--- src/rtl/lc3b_types.sv ---
// lc3b_types: LC-3b opcode/register types, commit FSM states and retirement decode helpers
package lc3b_types;

    typedef logic [2:0] lc3b_reg;

    typedef enum logic [3:0] {
        OP_BR   = 4'd0,
        OP_ADD  = 4'd1,
        OP_LDB  = 4'd2,
        OP_STB  = 4'd3,
        OP_JSR  = 4'd4,
        OP_AND  = 4'd5,
        OP_LDW  = 4'd6,
        OP_STW  = 4'd7,
        OP_RTI  = 4'd8,
        OP_NOT  = 4'd9,
        OP_LDI  = 4'd10,
        OP_STI  = 4'd11,
        OP_JMP  = 4'd12,
        OP_SHF  = 4'd13,
        OP_LEA  = 4'd14,
        OP_TRAP = 4'd15
    } lc3b_opcode;

    typedef enum logic [1:0] {COMMIT, STORE, FLUSH} commit_state_t;

    function automatic logic writes_reg(lc3b_opcode op);
        return op inside {OP_ADD, OP_AND, OP_NOT, OP_SHF, OP_LEA, OP_LDB, OP_LDW, OP_LDI, OP_JSR, OP_TRAP};
    endfunction

    function automatic logic is_store(lc3b_opcode op);
        return op inside {OP_STB, OP_STW, OP_STI};
    endfunction

endpackage

--- src/rtl/commit_store_format.sv ---
// commit_store_format: byte-lane steering of store data and byte enables
module commit_store_format
    import lc3b_types::*;
#(
    parameter int data_width = 16
) (
    input  lc3b_opcode            opcode,
    input  logic                  addr_lsb,
    input  logic [data_width-1:0] value,
    output logic [data_width-1:0] wdata,
    output logic [1:0]            wmask
);

    always_comb begin
        wdata = (opcode == OP_STB) ? {(data_width/8){value[7:0]}} : value;
        wmask = (opcode == OP_STB) ? (addr_lsb ? 2'b10 : 2'b01) : 2'b11;
    end

endmodule

--- src/rtl/commit_controller.sv ---
// commit_controller: in-order ROB head retirement via regfile write, store handshake or flush
// COMMIT_PERF_EN enables the 16-bit retired-instruction counter on commit_count.
module commit_controller
    import lc3b_types::*;
#(
    parameter int data_width = 16,
    parameter int tag_width  = 3
) (
    input  logic                  clk,
    input  logic                  rst,
    input  logic                  head_valid,
    input  lc3b_opcode            head_opcode,
    input  lc3b_reg               head_dest,
    input  logic [tag_width-1:0]  head_tag,
    input  logic [data_width-1:0] head_value,
    input  logic [data_width-1:0] head_addr,
    input  logic                  head_mispredict,
    output lc3b_reg               dest_a,
    output logic [data_width-1:0] value_out,
    output logic [tag_width-1:0]  tag_out,
    output logic                  ld_regfile_value,
    output logic                  ld_regfile_busy,
    output logic                  RE_out,
    output logic                  dmem_write,
    output logic [data_width-1:0] dmem_address,
    output logic [data_width-1:0] dmem_wdata,
    output logic [1:0]            dmem_wmask,
    input  logic                  dmem_resp,
    output logic                  flush,
    output logic [15:0]           commit_count
);

    commit_state_t         state, next_state;
    logic                  capture;
    logic [data_width-1:0] fmt_wdata;
    logic [1:0]            fmt_wmask;

    assign dest_a          = head_dest;
    assign value_out       = head_value;
    assign tag_out         = head_tag;
    assign ld_regfile_busy = ld_regfile_value;

    commit_store_format #(.data_width(data_width)) u_fmt (
        .opcode   (head_opcode),
        .addr_lsb (head_addr[0]),
        .value    (head_value),
        .wdata    (fmt_wdata),
        .wmask    (fmt_wmask)
    );

    always_ff @(posedge clk) begin
        if (rst) begin
            state        <= COMMIT;
            dmem_address <= '0;
            dmem_wdata   <= '0;
            dmem_wmask   <= '0;
        end else begin
            state <= next_state;
            if (capture) begin
                dmem_address <= head_addr;
                dmem_wdata   <= fmt_wdata;
                dmem_wmask   <= fmt_wmask;
            end
        end
    end

    always_comb begin
        next_state       = state;
        capture          = 1'b0;
        ld_regfile_value = 1'b0;
        RE_out           = 1'b0;
        dmem_write       = 1'b0;
        flush            = 1'b0;
        unique case (state)
            COMMIT: if (head_valid) begin
                if (head_mispredict) begin
                    RE_out     = 1'b1;
                    next_state = FLUSH;
                end else if (is_store(head_opcode)) begin
                    capture    = 1'b1;
                    next_state = STORE;
                end else begin
                    RE_out           = 1'b1;
                    ld_regfile_value = writes_reg(head_opcode);
                end
            end
            STORE: begin
                dmem_write = 1'b1;
                RE_out     = dmem_resp;
                next_state = dmem_resp ? COMMIT : STORE;
            end
            FLUSH: begin
                flush      = 1'b1;
                next_state = COMMIT;
            end
            default: next_state = COMMIT;
        endcase
        // Reset overrides every strobe, including a same-cycle dmem_resp.
        if (rst) begin
            capture          = 1'b0;
            ld_regfile_value = 1'b0;
            RE_out           = 1'b0;
            dmem_write       = 1'b0;
            flush            = 1'b0;
        end
    end

`ifdef COMMIT_PERF_EN
    logic [15:0] count_q;
    always_ff @(posedge clk) begin
        if (rst) count_q <= '0;
        else if (RE_out) count_q <= count_q + 16'd1;
    end
    assign commit_count = count_q;
`else
    assign commit_count = '0;
`endif

endmodule

--- config.mk ---
export PLATFORM = sky130hd
export DESIGN_NAME = commit_controller
export DESIGN_NICKNAME = d
export VERILOG_FILES = /design/src/rtl/lc3b_types.sv /design/src/rtl/commit_store_format.sv /design/src/rtl/commit_controller.sv
export SDC_FILE = /design/constraint.sdc
export NUM_CORES = 1
export LEC_CHECK = 0
export BUFFER_PORTS_ARGS = -buffer_cell sky130_fd_sc_hd__buf_2
export CAP_MARGIN = 20
export CORE_MARGIN = 4
export CORE_UTILIZATION = 45
export CTS_BUF_LIST = sky130_fd_sc_hd__clkbuf_2
export DETAILED_ROUTE_END_ITERATION = 8
export PLACE_DENSITY = 0.85
export SETUP_SLACK_MARGIN = 0.3
export SYNTH_ARGS = -nofsm -noshare
export SYNTH_HDL_FRONTEND = slang
export SYNTH_SLANG_ARGS = --single-unit
--- constraint.sdc ---
create_clock -name clk -period 6.4 [get_ports clk]
set_clock_uncertainty 0.15 [all_clocks]
set_input_delay 1.6 -clock clk [delete_from_list [all_inputs] [get_ports clk]]
set_output_delay 1.6 -clock clk [all_outputs]
set_load 0.005 [all_outputs]
==> results.py <==
metrics = {
    "grt": {
        "grt_pass1_vias": 1472,
        "antenna_found_initial": 0,
        "grt_max_degree": 39,
        "grt_pass1_wl_um": 6610,
        "grt_overflow": 0,
        "grt_usage_pct": 16.02,
    },
    "floorplanning": {
        "dieArea_sq_mm": 0.005377,
        "coreArea_sq_mm": 0.004058,
        "num_rows": 23,
        "die_h_um": 73.33,
        "die_width_um": 73.33,
        "start_util_pct": 47.33,
        "pin_count": 124,
    },
    "clocking": {
        "cts_resized": 0,
        "cts_buffers": 5,
        "h-tree-depth": 2,
        "ctsRootBufferMaster": "clkbuf_2",
        "cts_tree": "yes",
        "insertion_delay_ns": 0.39,
        "clock-sinks": 36,
        "clockBufferDepth": 2,
        "cts_setup_buffers": 0,
        "holdBufCountCts": 0,
        "clk_pin_slew_worst_paths_ns": 0.19,
    },
    "setup_path": {
        "r2r_start": "state[0]",
        "reg2regPathDepth": 4,
        "crit_arrival_ns": 3.50,
        "crit_required_ns": 4.65,
        "r2r_end": "dmem_address[7]",
        "crit_type": "in2out",
        "cp-start-kind": "input port",
        "r2r_slack_ns": 4.09,
        "crit_fanout": 38,
        "end_kind": "primary output",
    },
    "synth": {
        "ys_ff_latch": 36,
        "synth_area_per_cell_sq_um": 10.06,
        "synth_edf_count": 0,
        "yosysMostFrequentCell": "buf_4",
        "yosysTopAreaCell": "dfxtp_1",
        "synth_cells": 191,
        "ys_seq_area_share_pct": 37.52,
        "syn-cell-area_sq_mm": 0.001921,
        "ys.flop_type": "dfxtp_1",
        "ys_types": 33,
        "ys_warn_count": 0,
        "synth-async-reset-ratio_pct": 0,
        "yosys-top-cells-count": "39 x buf_4, 36 x dfxtp_1, 19 x nor2b_1",
        "synth.area.top_cells": "dfxtp_1 38%, buf_4 15%, mux2_2 10%",
        "yosysTopAreaCellShare_pct": 37.52,
    },
    "flow_run": {
        "maxCapViolations": 0,
    },
    "route": {
        "vias": 1549,
        "drtIter0Drc": 43,
        "wirelength_um": 4296,
        "post_drt_via_cell_ratio": 4.997,
        "wl_per_cell_um": 13.86,
        "dr.pass1.iters": 4,
        "ant_nets": 0,
        "drc": 0,
    },
    "timing": {
        "maxSlewViolCount": 0,
        "hold_violations": 0,
        "post-route-period-util_pct": 81.97,
        "slew_headroom_pct": 43.33,
        "fmax_mhz": 190.6,
        "finalWorstPathRequiredPeriod_ns": 5.246,
        "setup_tns_ns": 0,
        "grt_setup_unrepaired": "false",
        "worst_pin_slew_ns": 0.8488,
        "hold_ws_ns": 0.3396,
        "setup_viol_count_final": 0,
    },
    "cells_and_area": {
        "final_area_sq_mm": 0.002243,
        "antenna_cells": 0,
        "drive_gt1_share_pct": 48.85,
        "fin_nets": 306,
        "area_delta_synth_final_pct": 16.81,
    },
    "min_path": {
        "hold_path_depth": 2,
        "holdPathEnd": "dmem_address[0]",
        "hold_start": "dmem_address[0]",
        "hold_class": "reg2reg",
    },
    "pwr": {
        "ir_drop_v": 0.0001064,
        "p_per_area_mw_per_mm2": 193.0,
        "p_total_w": 0.0004330,
        "leakage_nw": 1.092,
    },
    "placement": {
        "portBuffers": 95,
        "place_area_sq_mm": 0.002176,
        "gp_congestion": 0.6842,
        "hpwlAfterDp_um": 3246,
    },
    "outcome": {
        "status": "completed",
    },
}
-- layer usage --
layer	track usage [%]	wire length, um	vias to the layer above
li1	-	-	757
met1	18.30	1754	703
met2	27.61	2017	83
met3	5.335	464	6
met4	6.036	59	0
met5	0	0	-
-- worst max path at each step --
| stage | from | to | slack [ns] |
|---|---|---|---|
| 6_report | rst | ld_regfile_value | 1.15 |
| 5_1_grt | rst | ld_regfile_busy | 1.04 |
| 4_1_cts | rst | ld_regfile_value | 1.16 |
| 3_5_place_dp | rst | ld_regfile_value | 1.16 |
| 3_3_place_gp | rst | ld_regfile_busy | 1.18 |
| 2_1_floorplan | rst | ld_regfile_value | 1.64 |
-- cell type report --
class	count	area (sq um)
sequential	36	720.7
fill	377	1814
multi-input combinational	116	887.1
clock buffer	5	25.02
clock inverter	3	42.54
timing repair buffer	98	498.0
inverter	2	7.507
tap	50	62.56
-- state kept, by name, indices dropped and copies added, names as in the netlist --
signal / flops
state: 2
dmem_wmask: 2
dmem_address: 16
dmem_wdata: 16
-- critical path, stage by stage --
cell,delay (ns)
buf_2,0.31
or4b_1,0.71
a2111oi_0,0.64
buf_2,0.22
-- per-stage QoR --
step	cells	setup slack, ns	utilization, %
3_3_place_gp	302	1.182	53.62
6_report	310	1.154	55.29
3_5_place_dp	302	1.163	53.62
5_1_grt	310	1.041	55.29
2_1_floorplan	206	1.637	-
4_1_cts	310	1.157	55.29
-- power breakdown --
group | internal [W] | leakage [nW] | switching (W)
sequential | 0.000228 | 0.291 | 0.00000216
combinational | 0.0000258 | 0.762 | 0.0000302
clock | 0.0000652 | 0.0390 | 0.0000812
total | 0.000319 | 1.09 | 0.000114
-- cell usage in the layout, fill, tap and decap left out, types with 2 or more instances in the layout --
master / n
o31ai_1: 5
buf_4: 3
and2_1: 2
conb_1: 16
buf_2: 95
mux2i_1: 9
a311oi_1: 2
nand4_1: 5
a211oi_1: 9
nor2b_1: 19
a21oi_1: 6
inv_1: 2
clkbuf_2: 5
mux2_2: 17
dfxtp_1: 36
nand2b_1: 2
a31oi_1: 10
-- kinds of logic after synthesis --
logic type | share of synthesized area (%)
buffers and inverters | 20.00
AOI/OAI and AO/OA | 13.36
DFF | 37.52
and+or+nand+nor | 13.68
muxes | 15.24
other | 0.1953
No activity file was read; power rests on OpenSTA's default activity.
